`config.mk`:
```
export PLATFORM = sky130hd
export DESIGN_NAME = lives_hearts_object_flat
export DESIGN_NICKNAME = d
export VERILOG_FILES = /design/src/rtl/lives_hearts_object_if.sv /design/src/rtl/lives_hearts_object.sv /design/src/flat_wrapper.sv
export SDC_FILE = /design/constraint.sdc
export NUM_CORES = 1
export LEC_CHECK = 0
export CORE_UTILIZATION = 51
export CTS_BUF_LIST = sky130_fd_sc_hd__clkbuf_16
export CTS_CLUSTER_DIAMETER = 100
export CTS_CLUSTER_SIZE = 14
export DETAILED_ROUTE_END_ITERATION = 12
export MAX_ROUTING_LAYER = met4
export PLACE_DENSITY = 0.91
export SYNTH_ARGS = -nofsm -noshare
export SYNTH_HDL_FRONTEND = slang
export SYNTH_SLANG_ARGS = --single-unit
```
`constraint.sdc`:
```
create_clock -name clk -period 3.2 [get_ports clk]
set_clock_uncertainty 0.15 [all_clocks]
set_input_delay 0.64 -clock clk [delete_from_list [all_inputs] [get_ports clk]]
set_output_delay 0.64 -clock clk [all_outputs]
set_load 0.005 [all_outputs]
```
`src/rtl/lives_hearts_object_if.sv`:
```
// Pixel/event inputs and heart-slot geometry outputs shared between the
// VGA timing side (master) and the lives/hearts object (slave).
interface lives_hearts_object_if;
    logic [10:0] pixelX;
    logic [10:0] pixelY;
    logic        startOfFrame;
    logic        hitPulse;
    logic        addLife;
    logic        newGame;
    logic [10:0] offsetX;
    logic [10:0] offsetY;
    logic        InsideRectangle;
    logic [2:0]  livesCount;
    logic        gameOver;

    modport master (
        output pixelX, pixelY, startOfFrame, hitPulse, addLife, newGame,
        input  offsetX, offsetY, InsideRectangle, livesCount, gameOver
    );

    modport slave (
        input  pixelX, pixelY, startOfFrame, hitPulse, addLife, newGame,
        output offsetX, offsetY, InsideRectangle, livesCount, gameOver
    );
endinterface

```
`src/rtl/lives_hearts_object.sv`:
```
// Lives counter with post-hit invulnerability/blink FSM, plus per-pixel
// heart-slot hit test feeding the 16x16 heart bitmap (1-cycle latency).
//
// state        | meaning
// -------------+------------------------------------------------------
// ST_ALIVE     | normal play, hits accepted
// ST_INVULN    | after a hit; hits ignored, heart just lost blinks
// ST_GAME_OVER | no lives left; only newGame leaves this state
module lives_hearts_object #(
    parameter int MAX_LIVES     = 3,
    parameter int TOP_LEFT_X    = 16,
    parameter int TOP_LEFT_Y    = 16,
    parameter int HEART_SIZE    = 16,
    parameter int SPACING       = 20,
    parameter int INVULN_FRAMES = 60,
    parameter int BLINK_FRAMES  = 8
) (
    input  logic                  clk,
    input  logic                  resetN,
    lives_hearts_object_if.slave  bus
);

    typedef enum logic [1:0] {
        ST_ALIVE     = 2'd0,
        ST_INVULN    = 2'd1,
        ST_GAME_OVER = 2'd2
    } state_t;

    localparam logic [2:0]  MAX_L      = 3'(MAX_LIVES);
    localparam logic [7:0]  INV_LOAD   = 8'(INVULN_FRAMES);
    localparam logic [7:0]  BLINK_LAST = 8'(BLINK_FRAMES - 1);
    localparam logic [10:0] TOP_Y      = 11'(TOP_LEFT_Y);
    localparam logic [10:0] SIZE       = 11'(HEART_SIZE);

    state_t      state_q, state_d;
    logic [2:0]  lives_q, lives_d;
    logic [7:0]  invuln_q, invuln_d;
    logic [7:0]  blink_cnt_q, blink_cnt_d;
    logic        blink_on_q, blink_on_d;
    logic [10:0] off_x_q, off_x_d;
    logic [10:0] off_y_q, off_y_d;
    logic        inside_q, inside_d;
    logic        y_in;

    function automatic logic [10:0] slot_left(input int k);
        return 11'(TOP_LEFT_X + k * SPACING);
    endfunction

    // Event handling: newGame beats hitPulse beats addLife; frame ticks run the timers.
    always_comb begin
        state_d     = state_q;
        lives_d     = lives_q;
        invuln_d    = invuln_q;
        blink_cnt_d = blink_cnt_q;
        blink_on_d  = blink_on_q;
        if (bus.newGame) begin
            state_d     = ST_ALIVE;
            lives_d     = MAX_L;
            invuln_d    = 8'd0;
            blink_cnt_d = 8'd0;
            blink_on_d  = 1'b0;
        end else if (bus.hitPulse && state_q == ST_ALIVE && lives_q != 3'd0) begin
            state_d     = ST_INVULN;
            lives_d     = lives_q - 3'd1;
            invuln_d    = INV_LOAD;
            blink_cnt_d = 8'd0;
            blink_on_d  = 1'b1;
        end else begin
            // A simultaneous hit drops the bonus life even when the hit itself is ignored.
            if (bus.addLife && !bus.hitPulse && state_q != ST_GAME_OVER && lives_q < MAX_L) begin
                lives_d = lives_q + 3'd1;
            end
            if (bus.startOfFrame && state_q == ST_INVULN) begin
                if (invuln_q != 8'd0) begin
                    invuln_d = invuln_q - 8'd1;
                end
                if (blink_cnt_q >= BLINK_LAST) begin
                    blink_cnt_d = 8'd0;
                    blink_on_d  = ~blink_on_q;
                end else begin
                    blink_cnt_d = blink_cnt_q + 8'd1;
                end
                if (invuln_q <= 8'd1) begin
                    state_d = (lives_d != 3'd0) ? ST_ALIVE : ST_GAME_OVER;
                end
            end
        end
    end

    // Slot hit test against the state registered before this edge.
    always_comb begin
        inside_d = 1'b0;
        off_x_d  = 11'd0;
        off_y_d  = 11'd0;
        y_in     = (bus.pixelY >= TOP_Y) && (bus.pixelY < TOP_Y + SIZE);
        for (int k = 0; k < MAX_LIVES; k++) begin
            if (!inside_d && y_in &&
                ((3'(k) < lives_q) ||
                 (state_q == ST_INVULN && 3'(k) == lives_q && blink_on_q)) &&
                bus.pixelX >= slot_left(k) && bus.pixelX < slot_left(k) + SIZE) begin
                inside_d = 1'b1;
                off_x_d  = bus.pixelX - slot_left(k);
                off_y_d  = bus.pixelY - TOP_Y;
            end
        end
    end

    // State, timers and registered geometry outputs.
    always_ff @(posedge clk or negedge resetN) begin
        if (!resetN) begin
            state_q     <= ST_ALIVE;
            lives_q     <= MAX_L;
            invuln_q    <= 8'd0;
            blink_cnt_q <= 8'd0;
            blink_on_q  <= 1'b0;
            off_x_q     <= 11'd0;
            off_y_q     <= 11'd0;
            inside_q    <= 1'b0;
        end else begin
            state_q     <= state_d;
            lives_q     <= lives_d;
            invuln_q    <= invuln_d;
            blink_cnt_q <= blink_cnt_d;
            blink_on_q  <= blink_on_d;
            off_x_q     <= off_x_d;
            off_y_q     <= off_y_d;
            inside_q    <= inside_d;
        end
    end

    assign bus.offsetX         = off_x_q;
    assign bus.offsetY         = off_y_q;
    assign bus.InsideRectangle = inside_q;
    assign bus.livesCount      = lives_q;
    assign bus.gameOver        = (state_q == ST_GAME_OVER);

endmodule

```
`src/flat_wrapper.sv`:
```
// flat-port wrapper written by rule: the top's interface ports become plain ports
module lives_hearts_object_flat 
#(
    parameter int MAX_LIVES     = 3,
    parameter int TOP_LEFT_X    = 16,
    parameter int TOP_LEFT_Y    = 16,
    parameter int HEART_SIZE    = 16,
    parameter int SPACING       = 20,
    parameter int INVULN_FRAMES = 60,
    parameter int BLINK_FRAMES  = 8
)
  (clk, resetN, bus_pixelX, bus_pixelY, bus_startOfFrame, bus_hitPulse, bus_addLife, bus_newGame, bus_offsetX, bus_offsetY, bus_InsideRectangle, bus_livesCount, bus_gameOver);
  lives_hearts_object_if bus_i ();
  input  logic clk;
  input  logic resetN;
  input wire logic [$bits(bus_i.pixelX)-1:0] bus_pixelX;
  input wire logic [$bits(bus_i.pixelY)-1:0] bus_pixelY;
  input wire logic [$bits(bus_i.startOfFrame)-1:0] bus_startOfFrame;
  input wire logic [$bits(bus_i.hitPulse)-1:0] bus_hitPulse;
  input wire logic [$bits(bus_i.addLife)-1:0] bus_addLife;
  input wire logic [$bits(bus_i.newGame)-1:0] bus_newGame;
  output wire logic [$bits(bus_i.offsetX)-1:0] bus_offsetX;
  output wire logic [$bits(bus_i.offsetY)-1:0] bus_offsetY;
  output wire logic [$bits(bus_i.InsideRectangle)-1:0] bus_InsideRectangle;
  output wire logic [$bits(bus_i.livesCount)-1:0] bus_livesCount;
  output wire logic [$bits(bus_i.gameOver)-1:0] bus_gameOver;
  assign bus_i.pixelX = bus_pixelX;
  assign bus_i.pixelY = bus_pixelY;
  assign bus_i.startOfFrame = bus_startOfFrame;
  assign bus_i.hitPulse = bus_hitPulse;
  assign bus_i.addLife = bus_addLife;
  assign bus_i.newGame = bus_newGame;
  assign bus_offsetX = bus_i.offsetX;
  assign bus_offsetY = bus_i.offsetY;
  assign bus_InsideRectangle = bus_i.InsideRectangle;
  assign bus_livesCount = bus_i.livesCount;
  assign bus_gameOver = bus_i.gameOver;
  lives_hearts_object #(.MAX_LIVES(MAX_LIVES), .TOP_LEFT_X(TOP_LEFT_X), .TOP_LEFT_Y(TOP_LEFT_Y), .HEART_SIZE(HEART_SIZE), .SPACING(SPACING), .INVULN_FRAMES(INVULN_FRAMES), .BLINK_FRAMES(BLINK_FRAMES)) u_core (.clk(clk), .resetN(resetN), .bus(bus_i));
endmodule
```
==> results summary <==
The run finished with clean final reports. The arrival time at the worst endpoint came out at roughly 2.8 ns. For the finished layout, the period the worst path requires is approximately 2.7 ns. The worst hold-check path type is in -> async. The final clock period utilization by the worst path came out at a little under nine tenths. The detail-routed via count per cell is ~5.5.

The die footprint came out at between 5000 and 6000 sq um. The first-pass GRT wire length is about 10000 microns. The number of DRC violations after detailed routing is 0.

Max-cap violations in this run came to 0. The count of buffers inserted at the top-level ports is between 50 and 60. The net count after synthesis came out at about 320.

The final hold violation count is 0. The number of gates resized after CTS was 0. The worst setup path is launched from an input pin.

The root buffer cell chosen for the clock tree is sky130_fd_sc_hd__clkbuf_16. The total length of routed wires is 6190 microns. The largest delay contributor family on the critical path is simple AND/OR/NAND/NOR gates. The detailed router finished its first iteration with between 100 and 150 violations.

The per-cell routed wire length is 15.4 microns. The worst slew margin relative to its limit came out at 34.7%. For this run, the number of standard cells in the final layout without fillers is approximately 400. For this design, the slowest cell found on the critical path is sky130_fd_sc_hd__or4_1.

Setup violations remaining at the end of the flow were counted as 0. The delay of the slowest cell on the worst path came out at just over 0.6 ns. The pin count of the biggest net entering global routing is between 40 and 50. The worst setup path is captured at a flop. Ranked by total cell area, the synthesized netlist is headed by sky130_fd_sc_hd__dfrtp_1 (41%), sky130_fd_sc_hd__ha_1 (9.5%), sky130_fd_sc_hd__nor2_1 (3.9%). The hold slack is 0.361 ns. The clock buffer count from CTS came out at 5.

The worst register-to-register path has a setup slack of 0.62 ns. In this run, post-CTS hold repair placed 0 buffers. Counting along the longest clock path gives a buffer depth of 2. The aggregate global routing overflow came out at 0. Of the post-synthesis cell area, the dominant cell type holds roughly two fifths. The critical path starts at bus_pixelX[9]. The synthesized design contains between 40 and 50 register bits. The post-route netlist has about a tenth of its cells at a drive strength greater than 1. The startpoint identified for the worst register-to-register timing path is u_core.bus.livesCount[0]. The placeable core region is a little under 5000 sq um.

Including well taps, the total number of placed cells is roughly 400. The width of the die is 73.8 microns. The via count of the first global-routing pass is approximately 2300. Across the VDD grid, the largest voltage drop is about 0.00022 V. The count of flip-flops with a built-in enable after synthesis came out at 0. The upper clock frequency limit is between 300 and 400 MHz. The number of different library cells used by synthesis comes to 49. Of the synthesized area, sequential elements account for between 40% and 50%.

The number of buffers inserted to repair setup after CTS is 0. The number of synthesis warnings came out at 0. The total number of clock tree sinks is 45.

Setup repair after global routing left no endpoint under its margin. The number of iterations in the first detailed-routing pass came out at 4. For this design the ratio of total power to cell area is between 400 and 500 nW/um^2.

The placed wire-length estimate after detailed placement is between 4000 and 5000 microns. The most frequently used flop master after synthesis is sky130_fd_sc_hd__dfrtp_1. The gate count after technology mapping is ~270. The floorplan has 25 rows. The overall routing resource usage is 25.7%. The number of buffer and inverter instances along the worst setup path came out at 2. The clock transition at the registers of the reported paths is around 0.06 ns. For this design the static power due to leakage is roughly 1.6 nW. The remaining antenna violation count after routing is 0. The area of the mapped netlist came out at 2630 sq um. Walking the worst path, the cells encountered are clkdlybuf4s50_1, or4_1, a311oi_1, or4_4, buf_4, nor2_1, o311a_1. The total negative setup slack is 0 ns.

Of all cell types, the one taking the most synthesized area is sky130_fd_sc_hd__dfrtp_1. TritonCTS built the clock tree. The initial core utilization came out at around 54%. The total number of vias came out at 2210.

The antenna diode count is 0. The largest fanout on the critical path came out at 9. The overall die height is roughly 74 microns.

The number of antenna violations at the first check in global routing came to 0. The number of nets in the layout is ~380. The clock latency of the later-clocked register in the worst-skew pair came out at 0.29 ns. The mean post-synth cell area came out at approximately 10 sq um.

The number of max-slew violations in the final report came out at 0. The measured slew at the worst slew-check pin came out at roughly 0.98 ns. The layout filler cell count came out at 348. The critical path class is in -> reg. The count of pins on the block boundary came out at 55.

The post-synthesis async set-or-reset flop share is between 90% and 100%. At the end of routability-driven placement, the weighted congestion stood at ~1. The total number of H-tree levels came out at 2. From synthesis to final layout, the design area changed by 31.7%. The required arrival time at the worst endpoint is about 3.2 ns.
-- kinds of logic (layout without fill, tap and decap cells) --
logic type | count (synthesis) | count (layout) | share of synthesized area (%)
buf+inv | 21 | 88 | 3.66
flops | 45 | 45 | 42.9
fa+ha+maj | 20 | 20 | 9.51
xor+xnor | 13 | 13 | 4.33
mux | 2 | 2 | 0.856
compound gates | 54 | 54 | 15.2
simple gates | 113 | 113 | 23.5
-- stage by stage --
stage / total power (W) / worst slack, ns / util, % / cell area, sq um
after global placement: 0.000871 / 0.201 / 68.0 / 3300
after detailed placement: 0.000880 / 0.158 / 68.0 / 3300
final: 0.00146 / 0.460 / 71.4 / 3460
after global routing: 0.00153 / 0.294 / 71.4 / 3460
after floorplan: 0.000770 / 0.728 / - / 2630
after CTS: 0.00147 / 0.470 / 71.4 / 3460
-- routing by layer --
| layer | GRT usage (%) | routed length [microns] | share of wire [%] | vias up |
|---|---|---|---|---|
| li1 | - | - | - | 1088 |
| met1 | 29.5 | 2600 | 42 | 1066 |
| met2 | 44.4 | 3280 | 53 | 44 |
| met3 | 4.80 | 177 | 2.9 | 12 |
| met4 | 9.83 | 126 | 2.0 | 0 |
| met5 | - | 0 | 0 | - |
-- area by class of cell --
| class | instances | area, sq um | share of cell area (%) |
|---|---|---|---|
| clock buffers | 5 | 125 | 3.61 |
| clock inverters | 3 | 42.5 | 1.23 |
| inverters | 14 | 52.6 | 1.52 |
| multi-input cells | 202 | 1410 | 40.6 |
| flip-flops and latches | 45 | 1130 | 32.6 |
| well taps | 67 | 83.8 | 2.42 |
| repair buffers | 66 | 626 | 18.1 |
-- Yosys cell counts, types with 2 or more instances --
cell	count
sky130_fd_sc_hd__and2_1	16
sky130_fd_sc_hd__inv_1	14
sky130_fd_sc_hd__o21bai_1	2
sky130_fd_sc_hd__nor3_1	4
sky130_fd_sc_hd__a21boi_0	3
sky130_fd_sc_hd__nand2b_1	4
sky130_fd_sc_hd__or4_1	2
sky130_fd_sc_hd__a41oi_1	2
sky130_fd_sc_hd__nand3_1	9
sky130_fd_sc_hd__mux2_2	2
sky130_fd_sc_hd__and3b_1	2
sky130_fd_sc_hd__nor2b_1	6
sky130_fd_sc_hd__nor2_1	27
sky130_fd_sc_hd__nand3b_1	2
sky130_fd_sc_hd__o311a_1	4
sky130_fd_sc_hd__a311oi_1	4
sky130_fd_sc_hd__dfrtp_1	43
sky130_fd_sc_hd__and3_1	4
sky130_fd_sc_hd__a211oi_1	3
sky130_fd_sc_hd__dfstp_2	2
sky130_fd_sc_hd__xor2_1	4
sky130_fd_sc_hd__o21a_1	2
sky130_fd_sc_hd__nor3_2	3
sky130_fd_sc_hd__ha_1	20
sky130_fd_sc_hd__nand2_1	20
sky130_fd_sc_hd__a31oi_1	4
sky130_fd_sc_hd__a221oi_1	2
sky130_fd_sc_hd__o211ai_1	2
sky130_fd_sc_hd__nor3b_1	5
sky130_fd_sc_hd__a21oi_1	11
sky130_fd_sc_hd__a22o_1	2
sky130_fd_sc_hd__o21ai_0	6
sky130_fd_sc_hd__nor4_1	4
sky130_fd_sc_hd__buf_6	2
sky130_fd_sc_hd__buf_2	2
sky130_fd_sc_hd__xnor2_1	9
sky130_fd_sc_hd__clkbuf_1	3
-- layout by cell type, fill, tap and decap left out, types with 4 or more instances in the layout --
master                            count
sky130_fd_sc_hd__nor4_1               4
sky130_fd_sc_hd__nand2_1             20
sky130_fd_sc_hd__and3_1               4
sky130_fd_sc_hd__a31oi_1              4
sky130_fd_sc_hd__xor2_1               4
sky130_fd_sc_hd__nor2_1              27
sky130_fd_sc_hd__clkdlybuf4s50_1     53
sky130_fd_sc_hd__nor2b_1              6
sky130_fd_sc_hd__buf_4               12
sky130_fd_sc_hd__nor3_1               4
sky130_fd_sc_hd__and2_1              16
sky130_fd_sc_hd__a311oi_1             4
sky130_fd_sc_hd__a21oi_1             11
sky130_fd_sc_hd__dfrtp_1             43
sky130_fd_sc_hd__inv_1               15
sky130_fd_sc_hd__xnor2_1              9
sky130_fd_sc_hd__clkbuf_16            5
sky130_fd_sc_hd__nor3b_1              5
sky130_fd_sc_hd__nand3_1              9
sky130_fd_sc_hd__o311a_1              4
sky130_fd_sc_hd__o21ai_0              6
sky130_fd_sc_hd__nand2b_1             4
sky130_fd_sc_hd__ha_1                20
-- state kept, by name, summed over array words and instances (netlist names) --
register	flops
u_core.bus.offsetX	11
u_core.bus.offsetY	11
u_core.blink_cnt_q	8
u_core.invuln_q	8
u_core.bus.livesCount	3
u_core.state_q	2
u_core.blink_on_q	1
u_core.bus.InsideRectangle	1
-- path summary, 6_finish.rpt --
| check | to | cells past startpoint |
|---|---|---|
| max | u_core.bus.offsetX[6] | 7 |
| min | u_core.state_q[1] | 1 |
| max reg2reg | u_core.bus.offsetX[6] | 7 |
| min reg2reg | u_core.invuln_q[5] | 1 |
| max in group asynchronous | u_core.state_q[0] | 1 |
| min in group clk | u_core.invuln_q[5] | 1 |
-- report_power, final --
group,switching (W),total [W],leakage (nW),internal [W]
registers,0.0000281,0.000620,0.612,0.000592
clock network,0.000219,0.000585,0.0852,0.000367
logic,0.000135,0.000254,0.876,0.000119
(Power assumes the default switching activity.)
